### config.mk
export PLATFORM = sky130hd
export DESIGN_NAME = fetch_pcgen_q
export DESIGN_NICKNAME = d
export VERILOG_FILES = /design/src/rtl/fetch_pcgen_q.sv
export SDC_FILE = /design/constraint.sdc
export NUM_CORES = 1
export LEC_CHECK = 0
export ABC_AREA = 1
export BUFFER_PORTS_ARGS = -buffer_cell sky130_fd_sc_hd__buf_2
export CORE_MARGIN = 3
export CORE_UTILIZATION = 55
export CTS_BUF_LIST = sky130_fd_sc_hd__clkbuf_4 sky130_fd_sc_hd__clkbuf_8
export CTS_CLUSTER_DIAMETER = 100
export DETAILED_ROUTE_END_ITERATION = 16
export PLACE_DENSITY_LB_ADDON = 0.08
export SYNTH_ARGS = -nofsm -noshare
export SYNTH_HDL_FRONTEND = slang
export SYNTH_SLANG_ARGS = --single-unit
### constraint.sdc
create_clock -name clock -period 11 [get_ports clock]
set_clock_uncertainty 0.2 [all_clocks]
set_input_delay 2.2 -clock clock [delete_from_list [all_inputs] [get_ports clock]]
set_output_delay 2.2 -clock clock [all_outputs]
set_load 0.01 [all_outputs]
### src/rtl/fetch_pcgen_q.sv
// Next-PC generator plus fetch-address FIFO toward decode.
// Define FETCH_PERF_CNT_EN to add redirect/stall performance counters.
module fetch_pcgen_q #(
  parameter int unsigned ADDR_W      = 64,
  parameter int unsigned FETCH_BYTES = 16,
  parameter logic [63:0] RESET_PC    = 64'h8000_0000,
  parameter int unsigned QDEPTH      = 4
) (
  input  logic              clock,
  input  logic              reset,
  input  logic              io_restart_vld,
  input  logic [ADDR_W-1:0] io_restart_adr,
  input  logic              io_be_br_vld,
  input  logic [ADDR_W-1:0] io_be_br_adr,
  input  logic              io_fe_br_vld,
  input  logic [ADDR_W-1:0] io_fe_br_adr,
  output logic              io_fetch_req,
  output logic [ADDR_W-1:0] io_fetch_adr,
  output logic [ADDR_W-1:0] io_fetch_nadr,
  input  logic              io_fetch_ack,
`ifdef FETCH_PERF_CNT_EN
  output logic [31:0]       io_perf_redirects,
  output logic [31:0]       io_perf_stall,
`endif
  output logic              out_valid,
  output logic [ADDR_W-1:0] out_pc,
  input  logic              out_ready
);

  localparam int unsigned PW = $clog2(QDEPTH);
  localparam logic [ADDR_W-1:0] RST_PC = RESET_PC[ADDR_W-1:0];
  localparam logic [ADDR_W-1:0] BLK = ADDR_W'(FETCH_BYTES);
  localparam logic [ADDR_W-1:0] MASK = ~(BLK - 1'b1);
  localparam logic [PW:0] DEPTH = (PW+1)'(QDEPTH);

  logic [ADDR_W-1:0] pc_q, pc_d;
  logic              started_q;
  logic [PW:0]       cnt_q, cnt_d;
  logic [PW-1:0]     wptr_q, wptr_d;
  logic [PW-1:0]     rptr_q, rptr_d;
  logic [ADDR_W-1:0] mem_q [QDEPTH];

  logic              redir;
  logic              full;
  logic              push;
  logic              pop;
  logic [ADDR_W-1:0] nadr;
  logic [ADDR_W-1:0] tgt;

  assign redir = io_restart_vld | io_be_br_vld | io_fe_br_vld;
  assign full  = (cnt_q == DEPTH);
  assign nadr  = (pc_q & MASK) + BLK;

  assign io_fetch_req  = started_q & ~full & ~redir;
  assign io_fetch_adr  = pc_q;
  assign io_fetch_nadr = nadr;

  assign push = io_fetch_req & io_fetch_ack;
  assign pop  = out_valid & out_ready;

  assign out_valid = (cnt_q != '0);
  assign out_pc    = out_valid ? mem_q[rptr_q] : '0;

  always_comb begin
    tgt = io_fe_br_adr;
    if (io_restart_vld)    tgt = io_restart_adr;
    else if (io_be_br_vld) tgt = io_be_br_adr;
  end

  // A redirect flushes the queue; it overrides any pop in that cycle.
  always_comb begin
    pc_d   = pc_q;
    cnt_d  = cnt_q;
    wptr_d = wptr_q;
    rptr_d = rptr_q;
    if (redir) begin
      pc_d   = tgt;
      cnt_d  = '0;
      wptr_d = '0;
      rptr_d = '0;
    end else begin
      if (push) begin
        pc_d   = nadr;
        wptr_d = wptr_q + 1'b1;
      end
      if (pop) rptr_d = rptr_q + 1'b1;
      case ({push, pop})
        2'b10:   cnt_d = cnt_q + 1'b1;
        2'b01:   cnt_d = cnt_q - 1'b1;
        default: cnt_d = cnt_q;
      endcase
    end
  end

  always_ff @(posedge clock or posedge reset) begin
    if (reset) begin
      pc_q      <= RST_PC;
      started_q <= 1'b0;
      cnt_q     <= '0;
      wptr_q    <= '0;
      rptr_q    <= '0;
    end else begin
      pc_q      <= pc_d;
      started_q <= 1'b1;
      cnt_q     <= cnt_d;
      wptr_q    <= wptr_d;
      rptr_q    <= rptr_d;
    end
  end

  always_ff @(posedge clock) begin
    if (push) mem_q[wptr_q] <= pc_q;
  end

  a_no_push_full: assert property (
    @(posedge clock) disable iff (reset) !(push && full)
  );

`ifdef FETCH_PERF_CNT_EN
  logic [31:0] redirs_q;
  logic [31:0] stall_q;
  logic        stall;

  assign stall = started_q & ~io_fetch_req & ~redir;
  assign io_perf_redirects = redirs_q;
  assign io_perf_stall     = stall_q;

  always_ff @(posedge clock or posedge reset) begin
    if (reset) begin
      redirs_q <= '0;
      stall_q  <= '0;
    end else begin
      if (redir && !(&redirs_q)) redirs_q <= redirs_q + 1'b1;
      if (stall && !(&stall_q))  stall_q  <= stall_q + 1'b1;
    end
  end
`endif

endmodule

# [Yosys cells after proc, flatten, opt, wreduce, memory -nomap -nowiden]
# Memory sizes are Yosys's and may differ from the RTL's.
# Index checks and enable logic that the tools add are counted.
[totals] reg_bits=72 ramBits=256 in_bits=199 output_inout_bits=194 elab_cells=39 n_memories=1
[classes] n_addsub=5 eq_ne=3 mux=13 n_bitwise=8 reduce_logical=4
[memory_table] name="mem_q" depth=4 width=64 read_ports=1 rd_ports_with_merged_regs=0 wr=1 line_no="41" source="logic [ADDR_W-1:0] mem_q [QDEPTH];"
[op_table] operator="$mux 64" n=5
[op_table] operator="$add 64x5->64 const B" n=1
[op_table] operator="$mux 2" n=4
[op_table] operator="$pmux 3 s2" n=1
[op_table] operator="$reduce_bool 3->1" n=2
[op_table] operator="$add 2x1->2 const B" n=2
[op_table] operator="$and 1x1->1" n=4
[op_table] operator="$reduce_bool 2->1" n=2
[op_table] operator="$add 3x1->3 const B" n=1
[op_table] operator="$eq 3x3->1 const B" n=1
[op_table] operator="$mux 3" n=1
[op_table] operator="$sub 3x1->3 const B" n=1
[op_table] operator="$eq 2x1->1 const B" n=1
[op_table] operator="$eq 2x2->1 const B" n=1
[op_table] operator="$mux 1" n=2
[op_table] operator="$not 1->1" n=2
[op_table] operator="$or 1x1->1" n=2

# [Depth between registers and ports, before layout]
# Gate-level depths: netlist of run 1.
[logic_depth] depth_word=8 ltp_mapped=14 mapped_depth_nobuf=14

# [Worst setup path before layout of run 1]
# OpenSTA, ideal clock, no wires.
[synth_timing] kind="input -> register" start="input port io_restart_vld" end="memory mem_q[0][0] (enable)" setup_ps=486 t_arrival_ps=5543 required_ps=10314 setup_slack_ps=4770 path_stages=7 path_buffers=0 cell_sequence="nor2_1 > nand2_1 > inv_2 > nand2_2 > nor2_4 > nand2_2 > nor2_1"
[synth_via] elab_chain_cells=7
[synth_rtl] element="start: declaration" line_no="11" source="input logic io_restart_vld,"
[synth_rtl] element="$or 1x1->1 (2 in a row)" line_no="50" source="assign redir = io_restart_vld | io_be_br_vld | io_fe_br_vld;"
[synth_rtl] element="$not 1->1" line_no="54" source="assign io_fetch_req = started_q & ~full & ~redir;"
[synth_rtl] element="$and 1x1->1" line_no="54"
[synth_rtl] element="via io_fetch_req" line_no="17" source="output logic io_fetch_req,"
[synth_rtl] element="$and 1x1->1" line_no="58" source="assign push = io_fetch_req & io_fetch_ack;"
[synth_rtl] element="$mux 1" line_no="112" source="if (push) mem_q[wptr_q] <= pc_q;"
[synth_rtl] element="$mux 1 (implied by the code)" line_no="112"
[synth_rtl] element="end: declaration" line_no="41"
# The timed path passes the listed nets, and every way through them passes these cells.

# [Worst setup path in the final report of run 1]
[layout_timing] start="input port io_be_br_vld" end="output port io_fetch_req"
[layout_via] elab_chain_cells=4
[layout_rtl] element="start: declaration" line_no="13" source="input logic io_be_br_vld,"
[layout_rtl] element="$or 1x1->1 (2 in a row)" line_no="50"
[layout_rtl] element="$not 1->1" line_no="54"
[layout_rtl] element="$and 1x1->1" line_no="54"
[layout_rtl] element="end: declaration" line_no="17"
# No other way between the ends.

==> results by group, run 1 <==
Drt
  • Routed wl met2: 27.79 mm
  • Post-DRT Antenna Nets: 0
  • DR WL/cell: 21.42 um
  • Met1 Wirelength: 23.43 mm
  • Total Routed Length: 59.08 mm
  • DRC violations left: 0
  • Vias: 15702
  • WL met3: 5.540 mm
  • Vias per cell: 5.693
  • Initial drt markers: 1805
  • Drt first pass iters: 7
  • Top Metal Used: met4

Clocking
  • CTS tree: built
  • Later-pin clock latency in the skew report: 0.59 ns
  • Htree depth: 2
  • Clock transition at path regs: 0.06 ns
  • Sink Count: 328
  • # Post-CTS Setup Buffers: 0
  • Post_cts resized: 0
  • Max clock buf depth: 3
  • TritonCTS Buffers: 52
  • Hold-fix buffers, CTS: 0
  • CTS root buffer: clkbuf_8

Pwr
  • Tot Pwr: 2.950 mW
  • Peak VDD IR: 0.08933 mV
  • Cell Pwr Density: 148.2 mW/mm^2
  • Leak Pwr: 8.554 nW

Yosys
  • Mux cell area share after synthesis: 0%
  • Largest family of logic cells by synthesized area: simple AND/OR/NAND/NOR gates
  • Complex-gate fraction of the synthesized area: 11.88%
  • Yosys cell types: 36
  • Netlist Area Pre-Place: 0.01668 mm^2
  • Synthesized area per cell: 8.477 um^2
  • Post-synth top area share: 46.08%
  • Simple-Gate Fraction of Synth Area: 24.10%
  • Yosys warning count: 0
  • Top area cells in the synthesized netlist: edfxtp_1 (46%), dfrtp_1 (11%), nor2_1 (10%)
  • Synth Flop Type: edfxtp_1
  • Asr flop ratio synth: 21.95%
  • Register bit total from synthesis: 328
  • XOR/XNOR Fraction of Synth Area: 1.522%
  • Adder-Cell Fraction of Synth Area: 0.4950%
  • Leading area contributor after synthesis: edfxtp_1
  • Post-synth EDFFs: 256
  • Most frequent cell after synthesis: nor2_1
  • Post-synthesis sequential area ratio: 56.88%
  • Most common library cells after synthesis: nor2_1 (459), nand2_1 (452), edfxtp_1 (256)
  • Gate Count Post-Synth: 1968

Final layout
  • Layout area overhead: 19.29%
  • Layout Cells excl Fill: 2758
  • Register area: 0.009495 mm^2
  • Multi-input gate area: 0.006392 mm^2
  • Finished Cell Area: 0.01990 mm^2
  • N_diodes: 0
  • Final Net Count: 2529
  • Share of cells above drive strength 1: 22.00%
  • Fin util: 66.79%
  • Fill cells: 2547

Critical path
  • Crit Path Max Fanout: 65
  • Critical Path AT: 4.18 ns
  • Worst reg2reg path depth: 9
  • Setup Crit Path Kind: in -> out
  • CP Capture Type: output pin
  • Startpoint Class: input pin
  • CP required: 8.60 ns

Placement
  • Hpwl dp: 41.29 mm
  • Port bufs: 388
  • GPL Wtd Cong: 0.9880
  • DP Worst Slack: 4.287 ns
  • Post-place instance area: 0.01883 mm^2
  • Placed cells: 2660

Timing
  • Sum of negative setup slack: 0 ns
  • Final Hold Fails: 0
  • Setup ws final: 4.424 ns
  • Final critical-path share of the clock period: 59.78%
  • Hold Worst Slack: 0.3741 ns
  • Max Slew Vio Count: 0
  • Min Clock Period, post-route: 6.576 ns
  • Slew headroom: 18.38%
  • FMAX: 152.1 MHz
  • Worst-Margin Slew: 1.224 ns
  • RSZ-0062 raised after global routing: false
  • # setup viols final: 0

Min path
  • Hold path depth: 0
  • Hold Crit Class: reg -> reg

Global route
  • First-pass GRT wire length: 87.26 mm
  • GRT Total Usage: 35.03%
  • Vias in the first global route: 14341
  • Grt ovf: 0
  • Largest net degree at the start of global routing: 130
  • Initial antenna violation count: 1

Floorplanning
  • Die area: 0.03246 mm^2
  • Starting density of the core: 55.99%
  • Io pins: 393
  • Die Span Y: 180.2 um
  • Die Wd: 180.2 um
  • Core area: 0.02980 mm^2
  • Row cnt: 63

Run status
  • Status: finished, final reports clean

Run
  • Max-cap violations: 0
==> per-layer routing <==
layer  up-vias  track usage (%)
met5         -                0
met2       951            56.04
met3       139            5.874
met1      7335            48.78
met4         0            12.83
li1       7277                -
==> layout make-up <==
type / count / area share [%]
flip-flops and latches: 328 / 47.71
clock buffers: 82 / 4.979
repair buffers: 404 / 10.36
inverters: 104 / 1.962
well taps: 390 / 2.452
multi-input cells: 1434 / 32.12
clock inverters: 16 / 0.4149
==> state kept, by name, indices dropped and copies added (netlist names) <==
name / cells
wptr_q: 2
rptr_q: 2
cnt_q: 3
io_fetch_adr: 64
started_q: 1
mem_q: 256
==> worst max-delay path, stage by stage <==
cell and delay, ns:
buf_2 0.07, buf_4 0.49, inv_2 0.04, buf_4 0.33, nand2_1 0.15, buf_4 0.46
inv_2 0.08, nand2_2 0.10, nor2_4 0.04, buf_2 0.15
==> path summary, 6_finish.rpt <==
| check | start | endpoint | slack [ns] |
|---|---|---|---|
| max in group asynchronous | reset | rptr_q[0] | 8.13 |
| hold / removal | io_fetch_adr[1] | mem_q[2][1] | 0.37 |
| hold reg to reg | io_fetch_adr[1] | mem_q[2][1] | 0.37 |
| setup reg to reg | cnt_q[0] | io_fetch_adr[34] | 7.71 |
| min in group asynchronous | reset | cnt_q[0] | 1.70 |
| setup / recovery | io_be_br_vld | io_fetch_req | 4.42 |
==> cell families after synthesis <==
| logic type | Yosys count |
|---|---|
| AOI/OAI and AO/OA | 375 |
| other | 2 |
| buffers and inverters | 209 |
| and+or+nand+nor | 1019 |
| DFF | 328 |
| xor gates and xnor gates | 29 |
| adders and majority gates | 6 |
==> placed cells by master, fill, tap and decap left out, types with 10 or more instances in the layout <==
master	instances
a211oi_1	22
a21oi_1	121
a31oi_1	11
buf_2	388
buf_4	16
clkbuf_4	22
clkbuf_8	60
clkinv_1	11
dfrtp_1	69
edfxtp_1	256
inv_1	93
inv_2	10
nand2_1	452
nand3_1	74
nand4_1	10
nor2_1	455
o211ai_1	12
o21ai_0	165
o21ai_1	41
xor2_1	22
==> power by group <==
group / switching, mW / total [mW] / internal [mW]
combinational: 0.259 / 0.398 / 0.139
sequential: 0.106 / 1.50 / 1.39
clock: 0.478 / 1.05 / 0.574
No activity file was read; power rests on OpenSTA's default activity.
==> inputs of run 2 (changes only) <==
- ABC_AREA: 1 -> 0
- CORE_UTILIZATION: 55 -> 50
- clock period: 11 -> 5.5 ns (I/O delays scaled with it)
==> results by group, run 2 <==
Clocking
  • Post_cts resized: 0
  • Hold-fix buffers, CTS: 0
  • CTS tree: built
  • # Post-CTS Setup Buffers: 0
  • TritonCTS Buffers: 54
  • CTS root buffer: clkbuf_8
  • Sink Count: 328
  • Htree depth: 2
  • Max clock buf depth: 3
  • Later-pin clock latency in the skew report: 0.58 ns
  • Clock transition at path regs: 0.06 ns

Floorplanning
  • Starting density of the core: 51.09%
  • Die area: 0.03358 mm^2
  • Core area: 0.03075 mm^2
  • Die Wd: 183.3 um
  • Die Span Y: 183.3 um
  • Row cnt: 64
  • Io pins: 393

Critical path
  • Startpoint Class: flop
  • Setup Crit Path Kind: reg -> out
  • CP Capture Type: output pin
  • Critical Path AT: 3.70 ns
  • CP required: 4.20 ns
  • Crit Path Max Fanout: 10

Run
  • Max-cap violations: 0

Timing
  • Final Hold Fails: 0
  • Worst-Margin Slew: 1.110 ns
  • Sum of negative setup slack: 0 ns
  • Final critical-path share of the clock period: 90.82%
  • Max Slew Vio Count: 0
  • RSZ-0062 raised after global routing: false
  • Slew headroom: 25.99%
  • # setup viols final: 0
  • FMAX: 200.2 MHz
  • Min Clock Period, post-route: 4.995 ns

Pwr
  • Sw Ratio: 26.04%
  • Clock share of power: 37.8%
  • Combinational fraction of design power: 10.9%
  • Leak Pwr: 7.430 nW
  • Cell Pwr Density: 301.3 mW/mm^2
  • Sequential power share: 51.3%
  • Peak VDD IR: 0.2017 mV
  • Switching power: 1.503 mW
  • Internal power: 4.269 mW

Drt
  • Post-DRT Antenna Nets: 0
  • Initial drt markers: 1246
  • Vias: 12089
  • Vias per cell: 5.967
  • DRC violations left: 0
  • Total Routed Length: 50.42 mm
  • DR WL/cell: 24.89 um
  • Drt first pass iters: 7

Yosys
  • Most common library cells after synthesis: edfxtp_1 (256), nor2_1 (82), and2_1 (72), nand2_1 (72), dfrtp_1 (71)
  • Post-synth top area share: 48.93%
  • Synth Flop Type: edfxtp_1
  • Yosys warning count: 0
  • Post-synthesis sequential area ratio: 60.41%
  • Netlist Area Pre-Place: 0.01571 mm^2
  • Most frequent cell after synthesis: edfxtp_1
  • Register bit total from synthesis: 328
  • Gate Count Post-Synth: 1203
  • Synthesized area per cell: 13.06 um^2
  • Post-synth EDFFs: 256
  • Yosys cell types: 59
  • Asr flop ratio synth: 21.95%
  • Leading area contributor after synthesis: edfxtp_1
  • Top area cells in the synthesized netlist: edfxtp_1 (49%), dfrtp_1 (11%), mux4_2 (9.2%)

Min path
  • Hold Crit Class: reg -> reg

Final layout
  • Final Net Count: 1787
  • Reg with most FFs: mem_q
  • Layout Cells excl Fill: 2026
  • Fin util: 62.30%
  • Register area: 0.009498 mm^2
  • Commonest non-fill, non-tap cell in the layout: buf_2
  • Multi-input gate area: 0.005884 mm^2
  • Max FFs per register: 256
  • Commonest cells after routing, fill and taps aside: buf_2 (387), edfxtp_1 (256), nor2_1 (81)
  • Layout area overhead: 21.94%
  • Fill cells: 2511
  • Share of cells above drive strength 1: 36.20%

Global route
  • Vias in the first global route: 11909
  • GRT Total Usage: 29.66%
  • Grt ovf: 0
  • Largest net degree at the start of global routing: 74
  • Initial antenna violation count: 3
  • First-pass GRT wire length: 74.54 mm

Placement
  • Port bufs: 388
  • Placed cells: 1922
  • Hpwl dp: 33.91 mm
  • GPL Wtd Cong: 0.8863

Run status
  • Status: finished, final reports clean
run 2: critical path, cell delays in order (launching register included):
cell	delay, ns
dfrtp_1	0.52
ha_1	0.33
nand3_1	0.24
nor3_2	0.42
nand3_1	0.37
nor4_1	0.87
xor2_1	0.21
buf_2	0.16
run 2: final timing paths:
kind                                  from                 to  slack (ns)  cells after the start
max                        io_fetch_adr[4]  io_fetch_nadr[60]        0.50                      7
min                               cnt_q[2]           cnt_q[2]        0.37                      2
max reg2reg                io_fetch_adr[4]   io_fetch_adr[60]        1.96                      7
min reg2reg                       cnt_q[2]           cnt_q[2]        0.37                      2
max in group asynchronous            reset          rptr_q[0]        3.61                      3
min in group asynchronous            reset   io_fetch_adr[17]        0.43                      2
run 2: per-layer routing:
metal / vias to the layer above / track usage, % / wire (um)
li1: 5387 / - / -
met1: 5964 / 41.77 / 20620
met2: 629 / 45.01 / 23230
met3: 109 / 7.180 / 4503
met4: 0 / 11.91 / 2064
met5: - / 0 / 0
run 2: power by group through the flow:
stage	Clock, mW	Sequential, mW	Combinational [mW]
after floorplan	0	2.96	0.310
after global placement	0	2.99	0.623
after detailed placement	0	3.00	0.625
after CTS	2.21	2.95	0.627
after global routing	2.34	2.98	0.676
final	2.18	2.96	0.628
run 2: cell families after synthesis:
| logic type | Yosys count | synth area share [%] |
|---|---|---|
| adder cells (fa/ha/maj) | 6 | 0.5257 |
| XOR/XNOR | 80 | 4.460 |
| AO/OA/AOI/OAI | 237 | 9.693 |
| flip-flops | 328 | 60.41 |
| multiplexers | 73 | 9.748 |
| AND/OR/NAND/NOR | 378 | 12.63 |
| buffers and inverters | 99 | 2.485 |
| other | 2 | 0.04780 |
run 2: area by class of cell:
type,instances,area share (%)
tap,396,2.586
multi-input combinational,779,30.72
inverter,16,0.3200
timing repair buffer,403,10.87
sequential,328,49.58
antenna,3,0.03919
clock buffer,90,5.617
clock inverter,11,0.2743
run 2: stage by stage:
| step | hold WS [ns] | setup slack (ns) | instance area [um^2] | power (mW) |
|---|---|---|---|---|
| after CTS | 0.3670 | 0.5626 | 19150 | 5.795 |
| after global routing | 0.3921 | 0.3166 | 19160 | 5.997 |
| after global placement | 0.3402 | 1.320 | 18020 | 3.618 |
| final | 0.3662 | 0.5047 | 19160 | 5.772 |
| after detailed placement | 0.3497 | 1.211 | 18020 | 3.630 |
| after floorplan | 0.3159 | 1.114 | 15720 | 3.266 |
